## src/rtl/note_pkg.sv

```systemverilog
// note_pkg: shared state encoding, note width and lane bit positions for the note scheduler
package note_pkg;
  typedef enum logic [2:0] {IDLE, WAIT_BEAT, FETCH, LATCH, ISSUE, DONE} state_t;
  localparam int NOTE_W = 5;
  localparam int G = 4;
  localparam int R = 3;
  localparam int Y = 2;
  localparam int B = 1;
  localparam int O = 0;
endpackage

```

## src/rtl/note_lane_decode.sv

```systemverilog
// note_lane_decode: maps a 3-bit random value to a one-hot lane word (0..4 -> g..o, 5..7 -> rest)
module note_lane_decode
  import note_pkg::*;
(
  input  logic [2:0]        sel,
  output logic [NOTE_W-1:0] lanes
);
  // one lane per value, values above 4 give an empty note
  always_comb begin
    lanes = '0;
    lanes[G] = sel == 3'd0;
    lanes[R] = sel == 3'd1;
    lanes[Y] = sel == 3'd2;
    lanes[B] = sel == 3'd3;
    lanes[O] = sel == 3'd4;
  end
endmodule

```

## src/rtl/note_scheduler.sv

```systemverilog
// note_scheduler: beat-paced note issue from a chart ROM; NOTE_SCHED_RANDOM_EN adds a random note source
module note_scheduler
  import note_pkg::*;
#(
  parameter int                ADDR_W   = 8,
  parameter logic [ADDR_W-1:0] END_ADDR = 8'hFF
) (
  input  logic              Clk,
  input  logic              RESET,
  input  logic              beat_tick,
  input  logic              start,
  input  logic              pause,
  input  logic              mode,
  input  logic [NOTE_W-1:0] chart_data,
  input  logic [2:0]        rand_bits,
  output logic [ADDR_W-1:0] chart_addr,
  output logic [NOTE_W-1:0] lane_strobe,
  output logic              busy,
  output logic              song_done,
  output logic [15:0]       note_count,
  output logic              overrun
);
  state_t            state_q, state_d;
  logic [ADDR_W-1:0] addr_q, addr_d;
  logic [NOTE_W-1:0] strobe_q, strobe_d;
  logic [15:0]       count_q, count_d;
  logic              overrun_q, overrun_d;
  logic              busy_q, busy_d;
  logic              done_q, done_d;
  logic              mode_q, mode_d;
  logic [NOTE_W-1:0] word;
  logic              rnd;
`ifdef NOTE_SCHED_RANDOM_EN
  logic [NOTE_W-1:0] rand_word;
  note_lane_decode u_decode (.sel(rand_bits), .lanes(rand_word));
  assign word = mode_q ? rand_word : chart_data;
  assign rnd  = mode_q;
`else
  logic unused_rand;
  assign unused_rand = ^{mode_q, rand_bits};
  assign word = chart_data;
  assign rnd  = 1'b0;
`endif
  // next-state and next-output logic; the strobe register doubles as the captured note word
  always_comb begin
    state_d   = state_q;
    addr_d    = addr_q;
    strobe_d  = '0;
    count_d   = count_q;
    overrun_d = overrun_q | (beat_tick & (state_q inside {FETCH, LATCH, ISSUE}));
    mode_d    = mode_q;
    case (state_q)
      IDLE: if (start) begin
        state_d   = WAIT_BEAT;
        addr_d    = '0;
        count_d   = '0;
        overrun_d = 1'b0;
        mode_d    = mode;
      end
      WAIT_BEAT: state_d = (beat_tick && !pause) ? FETCH : WAIT_BEAT;
      FETCH:     state_d = LATCH;
      LATCH: begin
        state_d  = ISSUE;
        strobe_d = word;
      end
      ISSUE: begin
        count_d = (strobe_q != '0 && count_q != 16'hFFFF) ? count_q + 16'd1 : count_q;
        state_d = (!rnd && addr_q == END_ADDR) ? DONE : WAIT_BEAT;
        addr_d  = (rnd || addr_q == END_ADDR) ? addr_q : addr_q + ADDR_W'(1);
      end
      DONE:    state_d = start ? DONE : IDLE;
      default: state_d = IDLE;
    endcase
    busy_d = !(state_d inside {IDLE, DONE});
    done_d = state_d == DONE;
  end
  // state and registered outputs, reset overrides everything
  always_ff @(posedge Clk) begin
    if (RESET) begin
      state_q   <= IDLE;
      addr_q    <= '0;
      strobe_q  <= '0;
      count_q   <= '0;
      overrun_q <= 1'b0;
      busy_q    <= 1'b0;
      done_q    <= 1'b0;
      mode_q    <= 1'b0;
    end else begin
      state_q   <= state_d;
      addr_q    <= addr_d;
      strobe_q  <= strobe_d;
      count_q   <= count_d;
      overrun_q <= overrun_d;
      busy_q    <= busy_d;
      done_q    <= done_d;
      mode_q    <= mode_d;
    end
  end
  assign chart_addr  = addr_q;
  assign lane_strobe = strobe_q;
  assign busy        = busy_q;
  assign song_done   = done_q;
  assign note_count  = count_q;
  assign overrun     = overrun_q;
endmodule

```

## config.mk

```make
export PLATFORM = sky130hd
export DESIGN_NAME = note_scheduler
export DESIGN_NICKNAME = d
export VERILOG_FILES = /design/src/rtl/note_pkg.sv /design/src/rtl/note_lane_decode.sv /design/src/rtl/note_scheduler.sv
export SDC_FILE = /design/constraint.sdc
export NUM_CORES = 1
export LEC_CHECK = 0
export ABC_AREA = 0
export CELL_PAD_IN_SITES_DETAIL_PLACEMENT = 1
export CELL_PAD_IN_SITES_GLOBAL_PLACEMENT = 1
export CORE_MARGIN = 10
export CORE_UTILIZATION = 39
export CTS_BUF_LIST = sky130_fd_sc_hd__clkbuf_4 sky130_fd_sc_hd__clkbuf_8
export DETAILED_ROUTE_END_ITERATION = 8
export PLACE_DENSITY_LB_ADDON = 0.12
export SYNTH_ARGS = -nofsm -noshare
export SYNTH_HDL_FRONTEND = slang
export SYNTH_SLANG_ARGS = --single-unit
export TNS_END_PERCENT = 30
```

## constraint.sdc

```tcl
create_clock -name Clk -period 4.7 [get_ports Clk]
set_input_delay 0.705 -clock Clk [delete_from_list [all_inputs] [get_ports Clk]]
set_output_delay 0.705 -clock Clk [all_outputs]
set_load 0.1 [all_outputs]
```

* Yosys cells after proc, flatten, opt, wreduce, memory -nomap -nowiden *
Index checks and enable logic that the tools add are counted.

cells by class
  div/mod/pow operators = 0
  shift-type cells = 0
  $mul = 0
  bitwise gates (word level) = 3
  eq/ne operators = 11
  reduce and logical (&&, ||, !) cells = 13
  muxes and demuxes = 13
  add/sub/neg operators = 2
  $lt $le $gt $ge = 0

operators by type and width
  cell                   count
  $mux 16                2
  $pmux 16 s2            1
  $pmux 3 s6             1
  $add 16x1->16 const B  1
  $mux 8                 2
  $ne 16x16->1 const B   1
  $pmux 8 s2             1
  $eq 3x3->1 const B     3
  $mux 3                 3
  $add 8x1->8 const B    1
  $eq 8x8->1 const B     1
  $eq 3x2->1 const B     2
  $logic_not 3->1        2
  $reduce_and 3->1       2
  $reduce_bool 5->1      1
  $ne 2x2->1 const B     2
  $reduce_bool 2->1      2
  $eq 3x1->1 const B     1
  $reduce_bool 3->1      1
  $logic_and 1x1->1      2
  $logic_not 1->1        2
  $mux 1                 2
  $mux 2                 1
  $ne 2x1->1 const B     1
  other kinds (4)        4

storage, ports and cells
  bits in latches = 0
  word-level logic and storage cells = 49
  output and inout port bits = 32
  memories kept = 0
  ROM bits = 0
  input bits = 14
  memory bits (writable) = 0
  register bits after elaboration = 35

* Depth between registers and ports, before layout *
  word-level depth = 7
  gate-level depth with buffers = 7
  mapped depth without buffers = 6

* Worst setup path before layout *
No wires, ideal clock.

  path kind = flip-flop to flip-flop
  from = register count_q[7] (netlist: note_count[7])
  to = register count_q[4] (netlist: note_count[4])
  data required time = 4,583 ps
  setup slack = 2,211 ps
  stages on the path, launching flop included = 7
  setup time = 117 ps
  period minus slack after synthesis = 2,489 ps
  buffers on the path = 2
  arrival = 2,371 ps
  cell sequence = dfxtp_1 -> buf_2 -> nand4_1 -> nor4_2 -> nor2_1 -> buf_2 -> a32o_1

on the way
  cells in the longest elaborated chain, start to end = 4

ends and longest elaborated chain
  what                               RTL line              RTL
  from (decl)                        note_scheduler.sv:26  logic [15:0] count_q, count_d;
  from (signal assigned)             note_scheduler.sv:92  count_q <= count_d;
  $ne 16x16->1                       note_scheduler.sv:67  count_d = (strobe_q != '0 && count_q != 16'hFFFF) ? count_q + 16'd1 : count_q;
  $logic_and 1x1->1                  note_scheduler.sv:67
  $ne 2x1->1 (no source line)        -
  $reduce_and 3->1 (no source line)  -

No other way between the ends.
A chain may end at the register's enable or synchronous reset.

* Worst setup path in the final report *
  from = register count_q[7] (netlist: note_count[7])
  to = output port note_count[7]

RTL lines
  what       RTL line              RTL
  to (decl)  note_scheduler.sv:20  output logic [15:0] note_count,

No word-level cell between the ends.

==> results.yml <==
global_route:
  grt_pass1_vias: 1770
  antenna_found_initial: 0
  grt_max_degree: 24
  grt_pass1_wl_mm: 8.71
  grt_overflow_total: 0
  grt.total_usage: 0.144
synth:
  synth_cells: 201
  synth_area_mm2: 0.00171
  yosysTopAreaCell: "dfxtp_1"
  yosys.area.top_type_share: 0.409
  synth_cell_type_count: 45
  synth_area_leaders: "dfxtp_1 (41%), nor2_1 (6.6%), a21oi_1 (4.4%), o21ai_0 (3.8%), nand3_1 (2.6%)"
  syn_area_per_cell_um2: 8.52
  async_flop_share: 0
  synth_flop_cell: "dfxtp_1"
  yosys_register_bits: 35
  synth_most_common_cell: "dfxtp_1"
  ys_seq_area_frac: 0.409
  synth-edff-count: 0
  synth_common_cells: "dfxtp_1 (35), nor2_1 (30), a21oi_1 (15), o21ai_0 (13), nand2_1 (12)"
  yosysWarnings: 0
  syn_nets: 217
setup_path:
  r2r-start: "state_q[2]"
  crit_arrival_ps: 1970
  worstPathMaxFanout: 10
  max_stage_delay_ps: 1190
  r2r_cells: 5
  timing.rr.end: "note_count[13]"
  cp_top_family: "buffers and inverters"
  start_kind: "flop"
  r2r_setup_slack_ps: 2180
  crit_path_end_kind: "output port"
  critical_path_required_ps: 3990
  worstSetupPathType: "flop to output port"
  cp_slowest_cell: "clkdlybuf4s50_1"
  crit_chain: "clkdlybuf4s50_1"
  crit_path_start: "note_count[7]"
  timing.critical_path.buf_inv: 1
timing:
  tns_ps: 0
  hold_viol: 0
  layout_setup_ws_ps: 2030
  rsz0062_at_grt: "no"
  fin_crit_ps: 2670
  finClkSkew_ps: 13.6
  fin_crit_sh: 0.569
  tightest_slew_ps: 1030
  fmaxAchievable_mhz: 374
  setup_viol: 0
  final_max_slew_viol_count: 0
  slew_headroom: 0.308
layout:
  fillCellCount: 521
  nets: 256
  syn2layout_area_growth_pct: 30.0
  drive_gt1_frac: 0.0708
  num_antenna_cells: 0
  finalInstanceArea_mm2: 0.00222
  final_cell_count_no_fill: 292
worst_hold_path:
  min_from: "overrun"
  hold_class: "flop to flop"
  min_to: "overrun"
  whs_path_depth: 2
clock_network:
  clk_latency_ps: 290
  cts.sink_count: 35
  cts_hold_buf: 0
  h-tree-depth: 2
  postCtsSetupBuffers: 0
  cts_buffers: 5
  cts_tree: "done"
  clockBufferDepth: 2
  clk_pin_slew_ps: 70
  cts.repair.resized: 0
  cts.root.buffer_cell: "clkbuf_8"
routing:
  drc: 0
  detail_route.vias_per_cell: 5.72
  routed_wl_mm: 5.11
  avgRoutedWirePerCell_um: 17.5
  postRouteAntennaNets: 0
  num_vias: 1670
  drtPass1Iterations: 4
  drtIter0Drc: 63
pwr:
  power_density_mw_per_mm2: 258
  finalPower_uw: 574
  peakVddDrop_mv: 0.138
  static-leakage-power_uw: 0.000780
run_status:
  status: "completed"
placed_design:
  place.gp.congestion: 0.842
  placed_cells: 285
  post-place-ws_ps: 2030
  post_dp_cell_area_mm2: 0.00214
  dp_hpwl_mm: 3.74
  port_buffers: 41
die:
  io-pin-count: 46
  num_rows: 24
  die_h_um: 86.3
  start_util: 0.399
  core_area_mm2: 0.00429
  die_area_mm2: 0.00744
  die_w_um: 86.3
run:
  max_cap_violations: 0
## layout make-up
type / instances / area [um2] / area share
multi-input combinational: 155 / 953 / 0.429
inverter: 2 / 7.51 / 0.00337
tap: 52 / 65.1 / 0.0292
clock buffer: 6 / 82.6 / 0.0371
sequential: 35 / 701 / 0.315
timing repair buffer: 41 / 410 / 0.184
clock inverter: 1 / 5.00 / 0.00225
## flip-flops by register name, summed over array words and instances (netlist names)
signal	flops
overrun	1
state_q	3
chart_addr	8
note_count	16
busy	1
song_done	1
lane_strobe	5
## metrics by stage
step | hold slack, ps | util
after floorplan | 551 | -
after global placement | 455 | 0.498
after detailed placement | 468 | 0.498
after CTS | 489 | 0.518
after global routing | 520 | 0.518
final | 478 | 0.518
## how the worst max path moves through the flow
stage / endpoint / cells past startpoint
6_report: note_count[7] / 1
5_1_grt: note_count[7] / 1
4_1_cts: note_count[7] / 1
3_5_place_dp: note_count[13] / 4
3_3_place_gp: note_count[9] / 5
2_1_floorplan: note_count[4] / 6
## per-layer routing
metal,wire [um],global-route usage,share of wire,vias up
met5,0,0,0,-
met4,62,0.0486,0.012,0
met3,284,0.0535,0.056,7
met2,2680,0.247,0.52,27
met1,2080,0.159,0.41,822
li1,-,-,-,814
## cell usage in the layout (no fill, tap or decap), drive strengths merged, types with 3 or more instances in the layout
master          n
and2            7
nor2b           3
a41o            3
nor2           31
o21ai          16
clkbuf          6
and3            4
xor2            3
dfxtp          35
clkdlybuf4s50  41
nor3           10
nand2          12
nand4           5
or4             3
a31oi           6
a21oi          15
or3             3
nand3           9
## logic make-up after synthesis
logic type | share of synthesized area
simple gates | 0.309
compound gates | 0.196
flops | 0.409
buf+inv | 0.0336
xor+xnor | 0.0256
mux | 0.0117
fa+ha+maj | 0.0146
## power breakdown
part / switching [uW] / internal [uW]
sequential: 4.90 / 299
combinational: 30.6 / 17.6
clock: 107 / 115
Note: power is estimated with default switching activity, not from simulation.
